===== config.mk =====
export PLATFORM = sky130hd
export DESIGN_NAME = instr_fetch_ctrl
export DESIGN_NICKNAME = d
export VERILOG_FILES = /design/src/rtl/fetch_pkg.sv /design/src/rtl/fetch_timeout_ctr.sv /design/src/rtl/instr_fetch_ctrl.sv
export SDC_FILE = /design/constraint.sdc
export NUM_CORES = 1
export LEC_CHECK = 0
export ABC_AREA = 1
export BUFFER_PORTS_ARGS = -buffer_cell sky130_fd_sc_hd__buf_4
export CAP_MARGIN = 25
export CORE_MARGIN = 2
export CORE_UTILIZATION = 30
export DETAILED_ROUTE_END_ITERATION = 6
export GPL_TIMING_DRIVEN = 0
export PLACE_DENSITY_LB_ADDON = 0.2
export SETUP_SLACK_MARGIN = 0.15
export SLEW_MARGIN = 20
export SYNTH_ARGS = -nofsm -noshare
export SYNTH_HDL_FRONTEND = slang
export SYNTH_HIERARCHICAL = 1
export SYNTH_SLANG_ARGS = --single-unit

===== constraint.sdc =====
create_clock -name clk -period 1.4 [get_ports clk]
set_input_delay 0.14 -clock clk [delete_from_list [all_inputs] [get_ports clk]]
set_output_delay 0.14 -clock clk [all_outputs]
set_load 0.05 [all_outputs]

===== src/rtl/fetch_pkg.sv =====
// Shared types and constants for the instruction fetch / load-store bus controller.
package fetch_pkg;

    typedef enum logic [1:0] {
        IDLE,
        IFETCH,
        DACCESS
    } fetch_state_t;

    localparam logic [3:0]  SEL_WORD        = 4'hF;
    localparam int unsigned TIMEOUT_CYC_DEF = 255;

endpackage


===== src/rtl/fetch_timeout_ctr.sv =====
// Cycle counter for outstanding bus transactions; expire is high in the
// LIMIT-th consecutive counting cycle since the last load.
module fetch_timeout_ctr #(
    parameter int unsigned LIMIT = 255
) (
    input  logic clk,
    input  logic rst,
    input  logic load,
    input  logic count,
    output logic expire
);

    // At least 8 bits, wider if LIMIT needs it.
    localparam int unsigned CW = ($clog2(LIMIT + 1) < 8) ? 8 : $clog2(LIMIT + 1);

    logic [CW-1:0] cnt_q;

    assign expire = count && (cnt_q == CW'(LIMIT - 1));

    always_ff @(posedge clk) begin
        if (rst || load) begin
            cnt_q <= '0;
        end else if (count && !expire) begin
            cnt_q <= cnt_q + 1'b1;
        end
    end

endmodule


===== src/rtl/instr_fetch_ctrl.sv =====
// Arbitrates instruction fetches and load/stores onto one shared memory bus.
// Optional FETCH_TIMEOUT_EN adds a no-ack abort with a bus_timeout pulse.
module instr_fetch_ctrl
    import fetch_pkg::*;
#(
    parameter int unsigned ADDR_W      = 32,
    parameter int unsigned DATA_W      = 32,
    parameter int unsigned TIMEOUT_CYC = TIMEOUT_CYC_DEF
) (
    input  logic              clk,
    input  logic              rst,
    input  logic [ADDR_W-1:0] pc,
    input  logic              fetch_en,
    input  logic              d_read,
    input  logic              d_write,
    input  logic [ADDR_W-1:0] d_addr,
    input  logic [DATA_W-1:0] d_wdata,
    input  logic [3:0]        d_sel,
    input  logic              bus_busy,
    input  logic              bus_ack,
    input  logic [DATA_W-1:0] bus_rdata,
    output logic              bus_read,
    output logic              bus_write,
    output logic [ADDR_W-1:0] bus_addr,
    output logic [DATA_W-1:0] bus_wdata,
    output logic [3:0]        bus_sel,
    output logic [DATA_W-1:0] instr_data,
    output logic              freeze_instr,
    output logic [DATA_W-1:0] d_rdata,
    output logic              d_done,
    output logic              stall
`ifdef FETCH_TIMEOUT_EN
    ,
    output logic              bus_timeout
`endif
);

    fetch_state_t      state_q, state_d;
    logic              read_q, read_d;
    logic              write_q, write_d;
    logic [ADDR_W-1:0] addr_q, addr_d;
    logic [DATA_W-1:0] wdata_q, wdata_d;
    logic [3:0]        sel_q, sel_d;
    logic [DATA_W-1:0] instr_q, instr_d;
    logic [DATA_W-1:0] rdata_q, rdata_d;

    logic in_flight;
    logic expire;
    logic ack_fetch;
    logic ack_data;

    assign in_flight = (state_q != IDLE);
    assign ack_fetch = (state_q == IFETCH) && bus_ack;
    assign ack_data  = (state_q == DACCESS) && bus_ack;

`ifdef FETCH_TIMEOUT_EN
    // Held in load while idle, so every launch starts from zero.
    fetch_timeout_ctr #(
        .LIMIT (TIMEOUT_CYC)
    ) u_timeout (
        .clk    (clk),
        .rst    (rst),
        .load   (!in_flight),
        .count  (in_flight && !bus_ack),
        .expire (expire)
    );
    assign bus_timeout = expire;
`else
    assign expire = 1'b0;
`endif

    always_comb begin
        state_d = state_q;
        read_d  = read_q;
        write_d = write_q;
        addr_d  = addr_q;
        wdata_d = wdata_q;
        sel_d   = sel_q;
        instr_d = instr_q;
        rdata_d = rdata_q;
        case (state_q)
            IDLE: begin
                // Data access first: it belongs to the already-fetched instruction.
                if (!bus_busy && (d_read || d_write)) begin
                    state_d = DACCESS;
                    write_d = d_write;
                    read_d  = !d_write;
                    addr_d  = d_addr;
                    wdata_d = d_wdata;
                    sel_d   = d_sel;
                end else if (!bus_busy && fetch_en) begin
                    state_d = IFETCH;
                    read_d  = 1'b1;
                    write_d = 1'b0;
                    addr_d  = pc;
                    sel_d   = SEL_WORD;
                end
            end
            IFETCH, DACCESS: begin
                if (bus_ack) begin
                    state_d = IDLE;
                    read_d  = 1'b0;
                    write_d = 1'b0;
                    if (state_q == IFETCH) begin
                        instr_d = bus_rdata;
                    end else if (read_q) begin
                        rdata_d = bus_rdata;
                    end
                end else if (expire) begin
                    state_d = IDLE;
                    read_d  = 1'b0;
                    write_d = 1'b0;
                end
            end
            default: state_d = IDLE;
        endcase
    end

    always_ff @(posedge clk) begin
        if (rst) begin
            state_q <= IDLE;
            read_q  <= 1'b0;
            write_q <= 1'b0;
            addr_q  <= '0;
            wdata_q <= '0;
            sel_q   <= '0;
            instr_q <= '0;
            rdata_q <= '0;
        end else begin
            state_q <= state_d;
            read_q  <= read_d;
            write_q <= write_d;
            addr_q  <= addr_d;
            wdata_q <= wdata_d;
            sel_q   <= sel_d;
            instr_q <= instr_d;
            rdata_q <= rdata_d;
        end
    end

    assign bus_read     = read_q;
    assign bus_write    = write_q;
    assign bus_addr     = addr_q;
    assign bus_wdata    = wdata_q;
    assign bus_sel      = sel_q;
    // The holder captures the word combinationally in the ack cycle.
    assign instr_data   = ack_fetch ? bus_rdata : instr_q;
    assign freeze_instr = !ack_fetch;
    assign d_done       = ack_data;
    assign d_rdata      = (ack_data && read_q) ? bus_rdata : rdata_q;
    assign stall        = in_flight ? !bus_ack
                                    : (bus_busy && (fetch_en || d_read || d_write));

endmodule


### Word level (Yosys, flattened, before mapping)

Index checks and enable logic that the tools add are counted.

* bits in registers: 136
* input port bits: 139
* word-level logic and storage cells: 55
* output and inout port bits: 137

* mux-type cells: 18
* eq/ne operators: 4
* bitwise gates (word level): 1
* reduce and logical (&&, ||, !) cells: 24

Operators by type and width (count)
* $mux 32: 4
* $mux 4: 2
* $logic_and 1x1->1: 6
* $mux 1: 6
* $mux 2: 3
* $reduce_and 2->1: 3
* $reduce_and 3->1: 2
* $reduce_bool 2->1: 3
* $logic_not 1->1: 4
* $pmux 1 s2: 2
* $pmux 2 s2: 1
* $reduce_and 4->1: 1
* $logic_or 1x1->1: 3
* $ne 3x3->1 const B: 1
* $eq 2x1->1 const B: 1
* $eq 2x2->1 const B: 1
* $logic_not 2->1: 1
* $ne 2x2->1 const B: 1
* $reduce_or 2->1: 1
* $not 1->1: 1

### Depth between registers and ports, before layout

Gate-level depths: netlist (run 1).

* word-level depth: 5
* gate-level depth with buffers: 9
* gate-level depth less buffers: 8

### Worst setup path before layout (run 1)

No wires, ideal clock.

* path kind: register to output
* start: reg state_q[0]
* end: out d_rdata[0]
* required time: 1260 ps
* arrival time: 2489 ps
* cell stages (with the launch flop): 8
* setup slack: -1229 ps
* buffers on the path: 1
* path through: dfxtp_1 > inv_1 > ha_1 > nand2_1 > inv_1 > nand2_1 > clkbuf_1 > o21ai_0

* longest elaborated chain between the ends: 4

RTL lines
* from (decl): line instr_fetch_ctrl.sv:38 `fetch_state_t state_q, state_d;`
* from (signal assigned): line instr_fetch_ctrl.sv:130 `state_q <= state_d;`
* $eq 2x2->1: line instr_fetch_ctrl.sv:54 `assign ack_data = (state_q == DACCESS) && bus_ack;`
* $logic_and 1x1->1: line instr_fetch_ctrl.sv:54
* named net d_done: line instr_fetch_ctrl.sv:30 `output logic d_done,`
* $logic_and 1x1->1: line instr_fetch_ctrl.sv:150 `assign d_rdata = (ack_data && read_q) ? bus_rdata : rdata_q;`
* $mux 32: line instr_fetch_ctrl.sv:150
* to (decl): line instr_fetch_ctrl.sv:29 `output logic [DATA_W-1:0] d_rdata,`

The timed path passes the listed nets, and every way through them passes these cells.

### Final worst setup path (run 1)

* start: reg state_q[0]
* end: out d_rdata[6]

* longest elaborated chain between the ends: 4

RTL lines (line)
* $eq 2x2->1: instr_fetch_ctrl.sv:54
* $logic_and 1x1->1: instr_fetch_ctrl.sv:54
* $logic_and 1x1->1: instr_fetch_ctrl.sv:150
* $mux 32: instr_fetch_ctrl.sv:150

No other way between the ends.

==> out/results.ini, run 1 <==
[sta]
max_slew_margin=0.424
finalSetupViolCount=203
fin_crit_ns=2.01
worst_pin_slew_ns=0.864
fin_ws_ns=-0.607
fin_skew_ns=0.00991
max_freq_mhz=498
tns_ns=-82.26
hold_viol=0
slew_violations=0
fin_crit_sh=1.43
rsz0062_at_grt=true

[hold_path]
min_path_cells=3
worstHoldPathType=in2reg
hold_end=instr_q[2]
hp-start=bus_rdata[2]

[global_routing]
antenna_found_initial=0
grt_util_all_layers=0.225
grt_max_degree=17
grt_overflow=0
grt_pass1_vias=7470
grt_pass1_wl_um=38500

[layout]
layout_common_cells=buf_4, inv_1, dfxtp_1, buf_6, o21ai_4
final_layout_size_suffix_gt1_frac=0.530
final_common_cell=buf_4
area_delta_synth_final_pct=117
diodes=0
stdcell_area_mm2=0.0132
stdcell_count=1577
fin_util=0.659
final_nets=1436

[synthesis]
yosys_warnings=6
synthCells=870
synth-seq-area-share=0.445
syn_nets=1012
syn_area_mm2=0.00611
ys_ff_latch=136
syn_avg_cell_area_um2=7.03
synth.distinct_cells=23

[setup_path]
reg2regPathDepth=11
rr_endpoint=state_q[1]
critPathKind=reg2out
ff2ff_setup_slack_ns=-0.48
start_kind=register
reg2reg_from=state_q[1]
endpoint_kind=output pin
crit_required_ns=1.26
worst_ep_arrival_time_ns=1.87
critPathMaxFanout=10

[floorplanning]
core_mm2=0.0201
start_util=0.304
rows=52
chipWidth_um=147
die_area_mm2=0.0215
boundaryPins=276
die_height_um=147

[status]
run_status=finished with violations
violations=negative setup slack

[placed_design]
gp_congestion=0.797
placed_cell_area_mm2=0.00963
dp_hpwl_um=15900
dp_cells=1415
io_buffers=275

[detailed_routing]
routed_via_density=4.74
drtAntennaViolNets=0
dr_total_vias=7469
drtPass1Iterations=4
postRouteWirelength_um=25300
post_drt_wl_per_cell_um=16.0
drc_errors=0
drt_iter0_drc=225

[clock_tree]
clock_path_buffers=2
cts_htree_levels=4
worstSkewPairLatency_ns=0.43
cts_tree=yes
clk_pin_slew_ns=0.06
cts-root-buf=clkbuf_16
cts.sinks=136
cts_buffers=17

[power]
peakVddDrop_mv=0.843
power.density_cell_area_mw_per_mm2=991
leakagePower_uw=0.00576

[run]
drv_cap=0

Yosys cell counts:
library cell	instances	area, um^2
o21ai_0	185	926
nand4_1	3	18.8
inv_1	143	537
nand3_1	6	30.0
or2_2	1	6.26
clkbuf_1	31	116
clkinv_1	1	3.75
inv_2	3	11.3
buf_1	7	26.3
clkbuf_2	3	15.0
buf_2	12	60.1
nor2_1	68	255
dfxtp_1	136	2720
nand3_2	1	10.0
nor2_4	1	11.3
buf_4	3	22.5
ha_1	3	37.5
a21oi_1	102	510
o21ai_4	1	16.3
o21a_1	36	270
o21ai_1	8	40.0
nand2_1	112	420
buf_6	4	45.0
area by class of cell:
class / count / area [um^2]
fillers: 1592 / 6860
multi-input cells: 529 / 4260
repair buffers: 403 / 3940
flip-flops and latches: 136 / 2730
plain buffers: 60 / 805
inverters: 147 / 581
clock buffers: 17 / 425
well taps: 270 / 338
clock inverters: 15 / 166
sequential cells by signal, indices dropped and copies added (netlist names):
register / count
instr_q: 32
bus_wdata: 32
bus_write: 1
rdata_q: 32
bus_read: 1
state_q: 2
bus_sel: 4
bus_addr: 32
metal layers:
metal | part of all wire | GRT usage | vias to the layer above
li1 | - | - | 3663
met1 | 0.39 | 0.254 | 3541
met2 | 0.53 | 0.406 | 231
met3 | 0.064 | 0.0665 | 34
met4 | 0.020 | 0.0714 | 0
met5 | 0 | 0 | -
how the worst max path moves through the flow:
stage	from	to	slack [ns]	cells after the start
finish	state_q[0]	d_rdata[6]	-0.61	9
global route	state_q[0]	d_rdata[6]	-0.70	9
CTS	state_q[0]	d_rdata[4]	-0.62	9
detailed placement	state_q[1]	instr_data[23]	-0.39	8
global placement	state_q[1]	instr_data[23]	-0.36	8
floorplan	state_q[0]	d_rdata[23]	-0.24	8
stage by stage:
| stage | hold slack, ns | setup WS (ns) | total power [uW] |
|---|---|---|---|
| after global placement | 0.350 | -0.362 | 7460 |
| after floorplan | 0.264 | -0.240 | 6410 |
| after detailed placement | 0.354 | -0.393 | 7480 |
| after global routing | 0.00766 | -0.696 | 13600 |
| final | 0.00822 | -0.607 | 13100 |
| after CTS | 0.000360 | -0.617 | 12900 |
timing repair:
item | 4_1_cts | 5_1_grt
setup endpoints to repair | 203 | 204
endpoints found under the hold margin | 64 | 0
buffers inserted | 28 | 10
cloned | 22 | 6
pin swaps | 21 | 49
resized for setup | 317 | 170
hold buffers | 64 | 0
critical path, cell delays in order, from the launching register on:
cell        delay (ns)
dfxtp_2           0.34
inv_2             0.05
ha_4              0.15
nand2_4           0.05
clkinvlp_4        0.16
nand2_8           0.16
clkbuf_16         0.19
nand2_2           0.07
o21ai_4           0.07
buf_6             0.18
report_power, final:
| group | leakage, uW | switching [uW] | total (uW) | internal, uW |
|---|---|---|---|---|
| clock | 0.000287 | 1910 | 4570 | 2660 |
| combinational | 0.00436 | 2430 | 4230 | 1800 |
| sequential | 0.00111 | 190 | 4330 | 4140 |
| total | 0.00576 | 4530 | 13100 | 8600 |
cell families (layout without fill, tap and decap cells):
group,Yosys count,after routing,synth area share
AOI/OAI and AO/OA,332,332,0.288
adders and majority gates,3,3,0.00614
and+or+nand+nor,192,194,0.123
DFF,136,136,0.445
buffers and inverters,207,642,0.137
Note: power is estimated with default switching activity, not from simulation.
==> run 2: changes to the inputs <==
Settings changed: PLACE_DENSITY_LB_ADDON 0.2 to not set.
==> run 2 against run 1 <==
Compared with the run above:
- the flow still finishes with violations (negative setup slack)
- count of clock-buffer cells in the layout up 1
- die area unchanged
- total power decreased by 4.8%
- critical path depth unchanged
- hold slack better by 0.0019 ns
- clock skew is essentially flat
- core utilization down 4.9 points
- clock power is 2% lower
- final area fell by 7.4%
- critical path type unchanged
- non-clock buffer count decreased by 30
- via count is 4.7% lower
==> out/results.ini, run 2 (synthesis gave the netlist of run 1 again) <==
[status]
run_status=finished with violations
violations=negative setup slack

[placed_design]
dp_hpwl_um=15800
placed_cell_area_mm2=0.00963
dp_cells=1415
io_buffers=275
gp_congestion=0.803

[sta]
finalSetupViolCount=203
max_freq_mhz=503
fin_crit_ns=1.99
fin_crit_sh=1.42
hold_viol=0
rsz0062_at_grt=true
fin_ws_ns=-0.587
max_slew_margin=0.487
fin_skew_ns=0.0102
worst_pin_slew_ns=0.769
slew_violations=0

[layout]
final_layout_size_suffix_gt1_frac=0.448
final_common_cell=buf_4
stdcell_count=1546
layout_common_cells=buf_4, inv_1, dfxtp_1, a21oi_1, buf_6
area_delta_synth_final_pct=101
diodes=0
stdcell_area_mm2=0.0123
final_nets=1405

[detailed_routing]
routed_via_density=4.60
postRouteWirelength_um=23800
drc_errors=0
drtAntennaViolNets=0
post_drt_wl_per_cell_um=15.4
drtPass1Iterations=4
drt_iter0_drc=198
dr_total_vias=7115

[global_routing]
grt_pass1_vias=7016
antenna_found_initial=0
grt_overflow=0
grt_pass1_wl_um=36400
grt_max_degree=17
grt_util_all_layers=0.209

[clock_tree]
cts_buffers=17
cts_tree=yes
cts.sinks=136
cts-root-buf=clkbuf_16
cts_htree_levels=4
clk_pin_slew_ns=0.06
clock_path_buffers=2
worstSkewPairLatency_ns=0.42

[hold_path]
worstHoldPathType=in2reg

[floorplanning]
die_height_um=147
die_area_mm2=0.0215
start_util=0.304
rows=52
boundaryPins=276
chipWidth_um=147
core_mm2=0.0201

[power]
peakVddDrop_mv=0.979
leakagePower_uw=0.00545
power.density_cell_area_mw_per_mm2=1020

[setup_path]
endpoint_kind=output pin
critPathKind=reg2out
worst_ep_arrival_time_ns=1.85
start_kind=register
critPathMaxFanout=8
crit_required_ns=1.26

[run]
drv_cap=0

run 2: where the power goes:
part           leakage (uW)  internal (uW)  total, uW  switching (uW)
Clock              0.000281           2540       4460            1920
Combinational       0.00406           1520       3730            2210
Sequential          0.00111           4140       4310             171
Total               0.00545           8200      12500            4300
run 2: area by class of cell:
cell class / instances / area [um^2]
Sequential cell: 136 / 2730
Buffer: 60 / 748
Tap cell: 270 / 338
Multi-Input combinational cell: 528 / 3820
Clock buffer: 18 / 439
Inverter: 147 / 566
Clock inverter: 14 / 143
Fill cell: 1733 / 7850
Timing Repair Buffer: 373 / 3480
run 2: layer usage:
layer | vias to the layer above | share of wire | wire length [um] | track usage
li1 | 3582 | - | - | -
met1 | 3296 | 0.42 | 9910 | 0.250
met2 | 217 | 0.50 | 12000 | 0.366
met3 | 20 | 0.067 | 1610 | 0.0683
met4 | 0 | 0.014 | 341 | 0.0490
met5 | - | 0 | 0 | 0
run 2: path summary, 6_finish.rpt:
check                                   start     endpoint  slack, ns  cells after the start
worst max-delay path               state_q[0]  d_rdata[30]      -0.59                      9
worst min-delay path            bus_rdata[31]  instr_q[31]       0.01                      3
worst max register to register     state_q[0]   state_q[0]      -0.32                     10
worst min register to register    instr_q[19]  instr_q[19]       0.44                      2
run 2: critical path, cell delays in order, from the launching register on:
cell	delay, ns
dfxtp_2	0.33
inv_2	0.05
ha_4	0.15
nand2_4	0.05
clkinvlp_4	0.17
nand2_8	0.19
buf_6	0.17
nand2_2	0.07
o21ai_4	0.06
buf_6	0.17
run 2: timing repair:
item	4_1_cts	5_1_grt
hold buffers	62	0
endpoints found under the setup margin	203	203
gates cloned	1	17
hold endpoints to repair	62	0
gates resized for setup	173	144
pin swaps	3	18
buffers inserted	11	8
run 2: stage by stage:
step,hold WS (ns),setup slack [ns],TNS [ns],utilization,total power (uW)
after floorplan,0.264,-0.240,-10.39,-,6410
after global placement,0.350,-0.359,-38.21,0.479,7460
after detailed placement,0.353,-0.376,-39.67,0.479,7470
after CTS,0.000831,-0.610,-46.95,0.571,12300
after global routing,0.00759,-0.677,-74.80,0.610,13000
final,0.0102,-0.587,-59.91,0.610,12500
==> run 3: changes to the inputs <==
Settings changed: BUFFER_PORTS_ARGS -buffer_cell sky130_fd_sc_hd__buf_4 to -buffer_cell sky130_fd_sc_hd__buf_2, CORE_MARGIN 2 to not set, SETUP_SLACK_MARGIN 0.15 to 0.1.
==> run 3 against run 2 <==
Compared with the run above:
- the run still ends with negative setup slack left
- first-iteration DRC count up 14%
- fmax down 1.0%
- via count down 2.1%
- total power up 1.7%
- combinational power down 7.5%
- global-route usage down 0.054 points
- die area down 2.7%
- core utilization down 3.8 points
- routed wire length down 4.1%
- critical endpoint is now d_rdata[8]
- largest cell class is now multi-input combinational cells
- highest routed layer is now met5
==> out/results.ini, run 3 (synthesis gave the netlist of run 1 again) <==
[clock_tree]
cts.sinks=136
clock_path_buffers=2
worstSkewPairLatency_ns=0.42
cts_buffers=17
cts_htree_levels=4
cts-root-buf=clkbuf_16
cts_tree=yes
clk_pin_slew_ns=0.06

[setup_path]
worst_ep_arrival_time_ns=1.87
slowest_delay_ns=0.36
reg2reg_from=state_q[0]
critPathKind=reg2out
endpoint_kind=output pin
cp_slowest_cell=dfxtp_4
critPathLaunch=state_q[0]
start_kind=register
crit_top_cell=nand2_2
critPathMaxFanout=10
crit_buf_inv=4
crit_required_ns=1.26
critPathTopFamily=buffers and inverters
critical_path.cell_chain=inv_4, ha_4, nand2_2, clkinvlp_4, nand2_8, clkbuf_16, nand2_2, o21ai_4, buf_6

[layout]
area_delta_synth_final_pct=84.6
final_common_cell=buf_2
layout_common_cells=buf_2, inv_1, dfxtp_1, o21ai_0, a21oi_1
final_nets=1371
final_layout_size_suffix_gt1_frac=0.440
stdcell_area_mm2=0.0113
n_fill_cell=1760

[placed_design]
gp_congestion=0.781
preCtsSetupSlack_ns=-0.448
io_buffers=275
placed_cell_area_mm2=0.00893
dp_hpwl_um=15400

[status]
violations=negative setup slack
run_status=finished with violations

[sta]
worst_pin_slew_ns=0.624
fin_crit_ns=2.01
max_slew_margin=0.584
max_freq_mhz=498
fin_skew_ns=0.0157
tns_ns=-50.13
fin_crit_sh=1.43
slew_violations=0
holdWs_ns=0.0114
rsz0062_at_grt=true
hold_viol=0
finalSetupViolCount=200
fin_ws_ns=-0.607

[detailed_routing]
drtPass1Iterations=6
dr_total_vias=6967
drtAntennaViolNets=0
drt_iter0_drc=226
postRouteWirelength_um=22900
drc_errors=0
post_drt_wl_per_cell_um=15.2
routed_via_density=4.62

[floorplanning]
core_mm2=0.0197
rows=51
die_height_um=145
chipWidth_um=145
start_util=0.310
boundaryPins=276
die_area_mm2=0.0209

[global_routing]
grt_pass1_wl_um=33600
grt_overflow=0
antenna_found_initial=2
grt_util_all_layers=0.209
grt_pass1_vias=6649
grt_max_degree=17

[hold_path]
worstHoldPathType=in2reg
hp-start=bus_rdata[8]

[power]
power.density_cell_area_mw_per_mm2=1130
finalPower_uw=12700
peakVddDrop_mv=0.827
leakagePower_uw=0.00505

[run]
drv_cap=0

## run 3: cell type report
| type | count | area (um^2) | area share |
|---|---|---|---|
| multi-input combinational | 528 | 3760 | 0.333 |
| sequential | 136 | 2730 | 0.242 |
| timing repair buffer | 338 | 2570 | 0.228 |
| buffer | 60 | 654 | 0.0580 |
| inverter | 147 | 571 | 0.0506 |
| clock buffer | 21 | 482 | 0.0427 |
| tap | 265 | 332 | 0.0294 |
| clock inverter | 11 | 168 | 0.0149 |
| timing repair inverter | 1 | 11.3 | 0.000998 |
| antenna | 1 | 2.50 | 0.000222 |
## run 3: path summary, 6_finish.rpt
kind	slack [ns]	to	depth (start not counted)
setup / recovery	-0.61	d_rdata[8]	9
hold / removal	0.01	instr_q[8]	3
setup reg to reg	-0.23	bus_wdata[3]	11
hold reg to reg	0.44	instr_q[17]	2
## run 3: stage by stage
stage | utilization | instances
after detailed placement | 0.453 | 1410
after floorplan | - | 870
final | 0.572 | 1508
after CTS | 0.530 | 1481
after global placement | 0.453 | 1410
after global routing | 0.572 | 1508
## run 3: repair_timing
item                                    CTS  global route
hold endpoints to repair                 38             0
setup buffers                             1            15
endpoints found under the setup margin  203           203
cloned                                    0            11
hold buffers                             38             0
pin swaps                                 0            20
gates resized for setup                 153           194
## run 3: power by group
part	switching (uW)	leakage [uW]	internal [uW]
clock	1760	0.000314	3180
sequential	172	0.00111	4140
combinational	2220	0.00362	1230
## run 3: per-layer routing
metal	routed length, um	share of wire	track usage
met1	9520	0.42	0.241
met2	11500	0.50	0.360
met3	1300	0.057	0.0612
met4	531	0.023	0.0859
met5	13	0.00057	0
## run 3: worst register-to-register path, delay by kind of cell (launching register included)
kind                       cells  cell delay (ns)
and+or+nand+nor                2             0.29
adders and majority gates      1             0.17
buffers and inverters          7             0.68
DFF                            1             0.36
AOI/OAI and AO/OA              1             0.06
